## src/rtl/i2c_master_word_ctl.sv

```systemverilog
// ---------------------------------------------------------------------------
// i2c_master_word_ctl
// Byte/word sequencer sitting between the register file and the I2C bit
// controller. One WRITE/READ command moves NBYTES bytes MSB first, each byte
// followed by an ACK bit (sampled on writes, driven on reads). START, STOP and
// RESTART are passed straight through as single bit-level commands.
//
// Ports
//   i_sysclk, i_nReset   clock, asynchronous active-low reset
//   i_enable             core enable, low aborts to IDLE without an ack
//   i_cmd_trig, i_cmd    command strobe and code (1 START,2 STOP,3 WRITE,
//                        4 READ,5 RESTART; others ignored)
//   i_last_nak           READ: NAK the final byte instead of ACKing it
//   i_data / o_data      write data in / read data out (DATA_W bits)
//   o_cmd_ack            one-cycle completion/abort pulse
//   o_rx_nak             slave ACK bit of the last written byte (1 = NAK)
//   o_al                 sticky arbitration-lost flag
//   o_busy               sequencer not idle
//   o_bytes_done         bytes completed by the last WRITE/READ
//   o_bit_cmd, o_bit_din command and data bit towards the bit controller
//   i_bit_done, i_bit_dout, i_arblost  bit controller responses
// ---------------------------------------------------------------------------
module i2c_master_word_ctl #(
    parameter int  NBYTES      = 2,
    parameter bit  STOP_ON_NAK = 1'b1,
    parameter int  CW          = $clog2(NBYTES + 1),
    localparam int DATA_W      = 8 * NBYTES
) (
    input  logic              i_sysclk,
    input  logic              i_nReset,
    input  logic              i_enable,
    input  logic              i_cmd_trig,
    input  logic [2:0]        i_cmd,
    input  logic              i_last_nak,
    input  logic [DATA_W-1:0] i_data,
    output logic [DATA_W-1:0] o_data,
    output logic              o_cmd_ack,
    output logic              o_rx_nak,
    output logic              o_al,
    output logic              o_busy,
    output logic [CW-1:0]     o_bytes_done,
    output logic [2:0]        o_bit_cmd,
    output logic              o_bit_din,
    input  logic              i_bit_done,
    input  logic              i_bit_dout,
    input  logic              i_arblost
);

    localparam logic [2:0] CMD_IDLE    = 3'd0;
    localparam logic [2:0] CMD_START   = 3'd1;
    localparam logic [2:0] CMD_STOP    = 3'd2;
    localparam logic [2:0] CMD_WRITE   = 3'd3;
    localparam logic [2:0] CMD_READ    = 3'd4;
    localparam logic [2:0] CMD_RESTART = 3'd5;

    typedef enum logic [2:0] {
        ST_IDLE, ST_START, ST_STOP, ST_RESTART,
        ST_WR_BIT, ST_WR_ACK, ST_RD_BIT, ST_RD_ACK
    } state_t;

    state_t              state_r, state_s;
    logic [DATA_W-1:0]   shift_r, shift_s;
    logic [2:0]          bit_cnt_r, bit_cnt_s;
    logic [CW-1:0]       byte_cnt_r, byte_cnt_s;
    logic                last_nak_r, last_nak_s;
    logic [DATA_W-1:0]   data_r, data_s;
    logic                cmd_ack_r, cmd_ack_s;
    logic                rx_nak_r, rx_nak_s;
    logic                al_r, al_s;
    logic                busy_r, busy_s;
    logic [CW-1:0]       bytes_done_r, bytes_done_s;
    logic [2:0]          bit_cmd_r, bit_cmd_s;
    logic                bit_din_r, bit_din_s;
    logic [CW-1:0]       byte_inc_s;
    logic [DATA_W-1:0]   shift_wr_s;
    logic [DATA_W-1:0]   shift_rd_s;
    logic                last_byte_s;

    // Next-state and next-output logic; every output is computed here and
    // registered, so the bit command appears the cycle after its cause.
    always_comb begin
        state_s      = state_r;
        shift_s      = shift_r;
        bit_cnt_s    = bit_cnt_r;
        byte_cnt_s   = byte_cnt_r;
        last_nak_s   = last_nak_r;
        data_s       = data_r;
        cmd_ack_s    = 1'b0;
        rx_nak_s     = rx_nak_r;
        al_s         = al_r;
        bytes_done_s = bytes_done_r;
        bit_cmd_s    = bit_cmd_r;
        bit_din_s    = bit_din_r;
        byte_inc_s   = byte_cnt_r + CW'(1);
        last_byte_s  = (byte_inc_s == CW'(NBYTES));
        shift_wr_s   = {shift_r[DATA_W-2:0], 1'b1};
        shift_rd_s   = {shift_r[DATA_W-2:0], i_bit_dout};

        if (!i_enable) begin
            state_s   = ST_IDLE;
            bit_cmd_s = CMD_IDLE;
            bit_din_s = 1'b1;
        end else if (state_r == ST_IDLE) begin
            if (i_cmd_trig) begin
                case (i_cmd)
                    CMD_START: begin
                        state_s = ST_START;  bit_cmd_s = CMD_START;
                        bit_din_s = 1'b1;    al_s = 1'b0;
                    end
                    CMD_STOP: begin
                        state_s = ST_STOP;   bit_cmd_s = CMD_STOP;
                        bit_din_s = 1'b1;    al_s = 1'b0;
                    end
                    CMD_RESTART: begin
                        state_s = ST_RESTART; bit_cmd_s = CMD_RESTART;
                        bit_din_s = 1'b1;     al_s = 1'b0;
                    end
                    CMD_WRITE: begin
                        state_s    = ST_WR_BIT;
                        shift_s    = i_data;
                        byte_cnt_s = {CW{1'b0}};
                        bit_cnt_s  = 3'd7;
                        bit_cmd_s  = CMD_WRITE;
                        bit_din_s  = i_data[DATA_W-1];
                        al_s       = 1'b0;
                    end
                    CMD_READ: begin
                        state_s    = ST_RD_BIT;
                        byte_cnt_s = {CW{1'b0}};
                        bit_cnt_s  = 3'd7;
                        last_nak_s = i_last_nak;
                        bit_cmd_s  = CMD_READ;
                        bit_din_s  = 1'b1;
                        al_s       = 1'b0;
                    end
                    default: begin
                        // IDLE and undefined codes are dropped silently
                        state_s = ST_IDLE;
                    end
                endcase
            end else begin
                state_s = ST_IDLE;
            end
        end else if (i_arblost) begin
            // Arbitration loss outranks a coincident bit_done
            state_s   = ST_IDLE;
            bit_cmd_s = CMD_IDLE;
            bit_din_s = 1'b1;
            al_s      = 1'b1;
            cmd_ack_s = 1'b1;
            if (state_r == ST_WR_BIT || state_r == ST_WR_ACK ||
                state_r == ST_RD_BIT || state_r == ST_RD_ACK) begin
                bytes_done_s = byte_cnt_r;
            end else begin
                bytes_done_s = bytes_done_r;
            end
        end else if (i_bit_done) begin
            case (state_r)
                ST_START, ST_STOP, ST_RESTART: begin
                    state_s   = ST_IDLE;
                    bit_cmd_s = CMD_IDLE;
                    bit_din_s = 1'b1;
                    cmd_ack_s = 1'b1;
                end
                ST_WR_BIT: begin
                    shift_s = shift_wr_s;
                    if (bit_cnt_r == 3'd0) begin
                        state_s   = ST_WR_ACK;
                        bit_cnt_s = 3'd7;
                        bit_cmd_s = CMD_READ;
                        bit_din_s = 1'b1;
                    end else begin
                        bit_cnt_s = bit_cnt_r - 3'd1;
                        bit_cmd_s = CMD_WRITE;
                        bit_din_s = shift_wr_s[DATA_W-1];
                    end
                end
                ST_WR_ACK: begin
                    rx_nak_s   = i_bit_dout;
                    byte_cnt_s = byte_inc_s;
                    if (last_byte_s || (STOP_ON_NAK && i_bit_dout)) begin
                        state_s      = ST_IDLE;
                        bit_cmd_s    = CMD_IDLE;
                        bit_din_s    = 1'b1;
                        bytes_done_s = byte_inc_s;
                        cmd_ack_s    = 1'b1;
                    end else begin
                        // shift_r already holds the next byte at the top
                        state_s   = ST_WR_BIT;
                        bit_cmd_s = CMD_WRITE;
                        bit_din_s = shift_r[DATA_W-1];
                    end
                end
                ST_RD_BIT: begin
                    shift_s = shift_rd_s;
                    if (bit_cnt_r == 3'd0) begin
                        state_s   = ST_RD_ACK;
                        bit_cnt_s = 3'd7;
                        bit_cmd_s = CMD_WRITE;
                        bit_din_s = last_byte_s & last_nak_r;
                    end else begin
                        bit_cnt_s = bit_cnt_r - 3'd1;
                        bit_cmd_s = CMD_READ;
                        bit_din_s = 1'b1;
                    end
                end
                ST_RD_ACK: begin
                    byte_cnt_s = byte_inc_s;
                    if (last_byte_s) begin
                        state_s      = ST_IDLE;
                        bit_cmd_s    = CMD_IDLE;
                        bit_din_s    = 1'b1;
                        data_s       = shift_r;
                        bytes_done_s = byte_inc_s;
                        cmd_ack_s    = 1'b1;
                    end else begin
                        state_s   = ST_RD_BIT;
                        bit_cmd_s = CMD_READ;
                        bit_din_s = 1'b1;
                    end
                end
                default: begin
                    state_s   = ST_IDLE;
                    bit_cmd_s = CMD_IDLE;
                    bit_din_s = 1'b1;
                end
            endcase
        end else begin
            // Waiting for the bit controller: hold the current command
            bit_cmd_s = bit_cmd_r;
        end

        busy_s = (state_s != ST_IDLE);
    end

    // State and output registers with asynchronous reset
    always_ff @(posedge i_sysclk or negedge i_nReset) begin
        if (!i_nReset) begin
            state_r      <= ST_IDLE;
            shift_r      <= {DATA_W{1'b1}};
            bit_cnt_r    <= 3'd7;
            byte_cnt_r   <= {CW{1'b0}};
            last_nak_r   <= 1'b0;
            data_r       <= {DATA_W{1'b1}};
            cmd_ack_r    <= 1'b0;
            rx_nak_r     <= 1'b0;
            al_r         <= 1'b0;
            busy_r       <= 1'b0;
            bytes_done_r <= {CW{1'b0}};
            bit_cmd_r    <= CMD_IDLE;
            bit_din_r    <= 1'b1;
        end else begin
            state_r      <= state_s;
            shift_r      <= shift_s;
            bit_cnt_r    <= bit_cnt_s;
            byte_cnt_r   <= byte_cnt_s;
            last_nak_r   <= last_nak_s;
            data_r       <= data_s;
            cmd_ack_r    <= cmd_ack_s;
            rx_nak_r     <= rx_nak_s;
            al_r         <= al_s;
            busy_r       <= busy_s;
            bytes_done_r <= bytes_done_s;
            bit_cmd_r    <= bit_cmd_s;
            bit_din_r    <= bit_din_s;
        end
    end

    assign o_data       = data_r;
    assign o_cmd_ack    = cmd_ack_r;
    assign o_rx_nak     = rx_nak_r;
    assign o_al         = al_r;
    assign o_busy       = busy_r;
    assign o_bytes_done = bytes_done_r;
    assign o_bit_cmd    = bit_cmd_r;
    assign o_bit_din    = bit_din_r;

endmodule

```

## config.mk

```make
export PLATFORM = sky130hd
export DESIGN_NAME = i2c_master_word_ctl
export DESIGN_NICKNAME = d
export VERILOG_FILES = /design/src/rtl/i2c_master_word_ctl.sv
export SDC_FILE = /design/constraint.sdc
export NUM_CORES = 1
export LEC_CHECK = 0
export BUFFER_PORTS_ARGS = -buffer_cell sky130_fd_sc_hd__clkbuf_2
export CORE_MARGIN = 2
export CORE_UTILIZATION = 40
export DETAILED_ROUTE_END_ITERATION = 10
export GPL_TIMING_DRIVEN = 0
export PLACE_DENSITY = 0.59
export SYNTH_ARGS = -nofsm -noshare
export SYNTH_HDL_FRONTEND = slang
export SYNTH_SLANG_ARGS = --single-unit
```

## constraint.sdc

```tcl
create_clock -name i_sysclk -period 4.9 [get_ports i_sysclk]
set_input_delay 0.49 -clock i_sysclk [delete_from_list [all_inputs] [get_ports i_sysclk]]
set_output_delay 0.49 -clock i_sysclk [all_outputs]
set_load 0.01 [all_outputs]
```

==> results.ini <==
[clock_network]
cts.clk_slew.worst_paths_ns = 0.11
cts_buffer_depth = 2
cts_hold_buffers = 0
cts_sinks = 51
cts_setup_buffers = 0
clkLatencyLatePin_ns = 0.32
postCtsResizedCells = 0
numCtsBuffers = 5
cts_tree = done
htreeDepth = 2
cts-root-buf = clkbuf_8

[sta]
clock_skew_ns = 0.008294
fin_crit_sh = 0.3840
slew_viol_final = 0
worst_pin_slew_ns = 0.6106
holdWs_ns = 0.08459
finalSetupTns_ns = 0
slew_headroom = 0.5895
fmax_ghz = 0.5314
finalCriticalPeriod_ns = 1.882
hold_viol = 0
setup_viol = 0
rsz0062_at_grt = no

[final_layout]
layout_commonest_cell = nand2_1
final_cell_mix = 52 x nand2_1, 49 x clkbuf_2, 36 x dfstp_2
area_growth_syn_to_layout_pct = 18.59
drive_gt1_frac = 0.4312
final_core_util = 0.4888
layout.cells.non_filler = 423
nets = 356
n_antenna_cell = 0

[power]
p_per_area_nw_per_um2 = 353.2
max-vdd-ir-drop_v = 0.0001752
leakage_nw = 1.599
power_mw = 1.173

[yosys]
synth_seq_cells = 51
netlist.area_leader.share = 0.3378
syn_area_sq_um = 2800
yosysUniqueCellTypes = 50
avgSynthCellArea_sq_um = 10.41
synth-seq-area-share = 0.4718
synth-edff-count = 0
syn-num-nets = 299
synthCells = 269
async_flop_share = 1.000
synth_flop_cell = dfstp_2
ys_top_cells_by_area = dfstp_2 34%, dfrtp_1 13%, mux2_2 9.2%, nand2_1 7.0%, mux2_4 4.8%
synth_top_area_cell = dfstp_2
yosys_warnings = 0

[setup_path]
crit_path_end_kind = register
arrival_ns = 2.12
r2r_start = state_r[1]$_DFF_PN0_
critPathLaunchType = register
crit_type = register to register
rr_endpoint = byte_cnt_r[1]$_DFFE_PN0P_
ff2ff_setup_slack_ns = 3.02
critPathMaxFanout = 10
cp.required_ns = 5.14
rr_worst_depth = 5

[floorplanning]
die_w_microns = 87.67
die_h_microns = 87.67
start_util = 0.4122
die-area_sq_um = 7686
core_sq_um = 6794
fp-row-count = 30
ios = 53

[placement]
numPortBuffers = 49
hpwl_microns = 4386
dpl.cell_count = 414
gp_congestion = 0.8530

[routing]
routed_wl_microns = 6256
drt_first_pass_iters = 4
ant_nets = 0
wl_per_cell_microns = 14.79
drtIter0Drc = 183
via_count = 2182
vias_per_cell = 5.158
drc = 0

[global_route]
groute.usage.overall = 0.1774
antenna_found_initial = 0
grt_overflow = 0
grt_pass1_vias = 2144
grt_pass1_wl_microns = 10560
grt_max_degree = 52

[status]
status = completed

[flow_run]
drv_cap = 0

[worst_hold_path]
hp-class = primary input to asynchronous set/reset pin

[flip-flops by register name, indices dropped and copies added, names as in the netlist, 2 cells and up]
signal / flops
shift_r: 16
byte_cnt_r: 2
state_r: 3
o_bytes_done: 2
o_bit_cmd: 3
o_data: 16
bit_cnt_r: 3
[cell usage after synthesis (2+ instances only)]
cell	n
a22oi_1	3
o211ai_1	4
nand3_1	3
a21boi_0	4
nor3b_1	4
nand2b_1	4
o31ai_1	5
nand4_1	3
and3b_1	3
buf_2	4
o221ai_1	2
ha_1	3
a21oi_1	7
clkbuf_1	5
dfstp_2	36
dfrtp_1	15
mux2_2	23
a31oi_1	2
nor2b_1	6
inv_1	8
or4_1	2
mux2_4	9
mux2i_1	6
or3_1	3
nor2_1	12
nand2_1	52
nor3_1	3
buf_6	4
buf_1	2
o21ai_0	12
[worst max path at each step]
stage / end / depth (start not counted) / startpoint / slack, ns
6_report: byte_cnt_r[1]$_DFFE_PN0P_ / 5 / state_r[1]$_DFF_PN0_ / 3.02
5_1_grt: last_nak_r$_DFFE_PN0P_ / 5 / state_r[1]$_DFF_PN0_ / 2.88
4_1_cts: last_nak_r$_DFFE_PN0P_ / 5 / state_r[1]$_DFF_PN0_ / 3.01
3_5_place_dp: o_data[14]$_DFFE_PN1P_ / 6 / i_enable / 2.84
3_3_place_gp: o_data[15]$_DFFE_PN1P_ / 6 / i_enable / 2.86
2_1_floorplan: shift_r[10]$_DFFE_PN1P_ / 7 / i_cmd[1] / 3.18
[cell families after synthesis]
kind of cell / after synthesis / synth area share
AO/OA/AOI/OAI: 49 / 0.1193
adder cells (fa/ha/maj): 3 / 0.01341
buffers and inverters: 25 / 0.04781
flip-flops: 51 / 0.4719
multiplexers: 39 / 0.1662
AND/OR/NAND/NOR: 102 / 0.1814
[final cells by class]
class / count / area, sq um
Fill cell: 645 / 3473
Multi-Input combinational cell: 193 / 1345
Sequential cell: 51 / 1321
Timing Repair Buffer: 50 / 265.3
Tap cell: 96 / 120.1
Buffer: 17 / 103.9
Clock buffer: 6 / 93.84
Clock inverter: 2 / 41.29
Inverter: 8 / 30.03
[per-stage QoR]
stage / area, sq um / worst slack [ns]
after detailed placement: 3166 / 2.837
after global routing: 3321 / 2.879
after global placement: 3166 / 2.856
after CTS: 3301 / 3.012
final: 3321 / 3.018
after floorplan: 2800 / 3.177
[where the power goes]
group / leakage (nW) / total (mW) / switching [mW] / internal, mW
logic: 0.962 / 0.232 / 0.111 / 0.122
registers: 0.568 / 0.590 / 0.0512 / 0.539
clock network: 0.0685 / 0.350 / 0.163 / 0.187
[worst max-delay path, cell delays in order (launching register included)]
cell     delay, ns
dfrtp_1       0.38
buf_2         0.19
or3_4         0.40
o31ai_1       0.57
o21ai_0       0.18
o21ai_0       0.10
[routing by layer]
metal  part of all wire  track usage  up-vias
li1                   -            -     1068
met1               0.46       0.2470     1056
met2               0.49       0.2769       52
met3              0.039      0.03205        6
met4              0.012      0.06573        0
met5                  0            0        -
No activity file was read; power rests on OpenSTA's default activity.
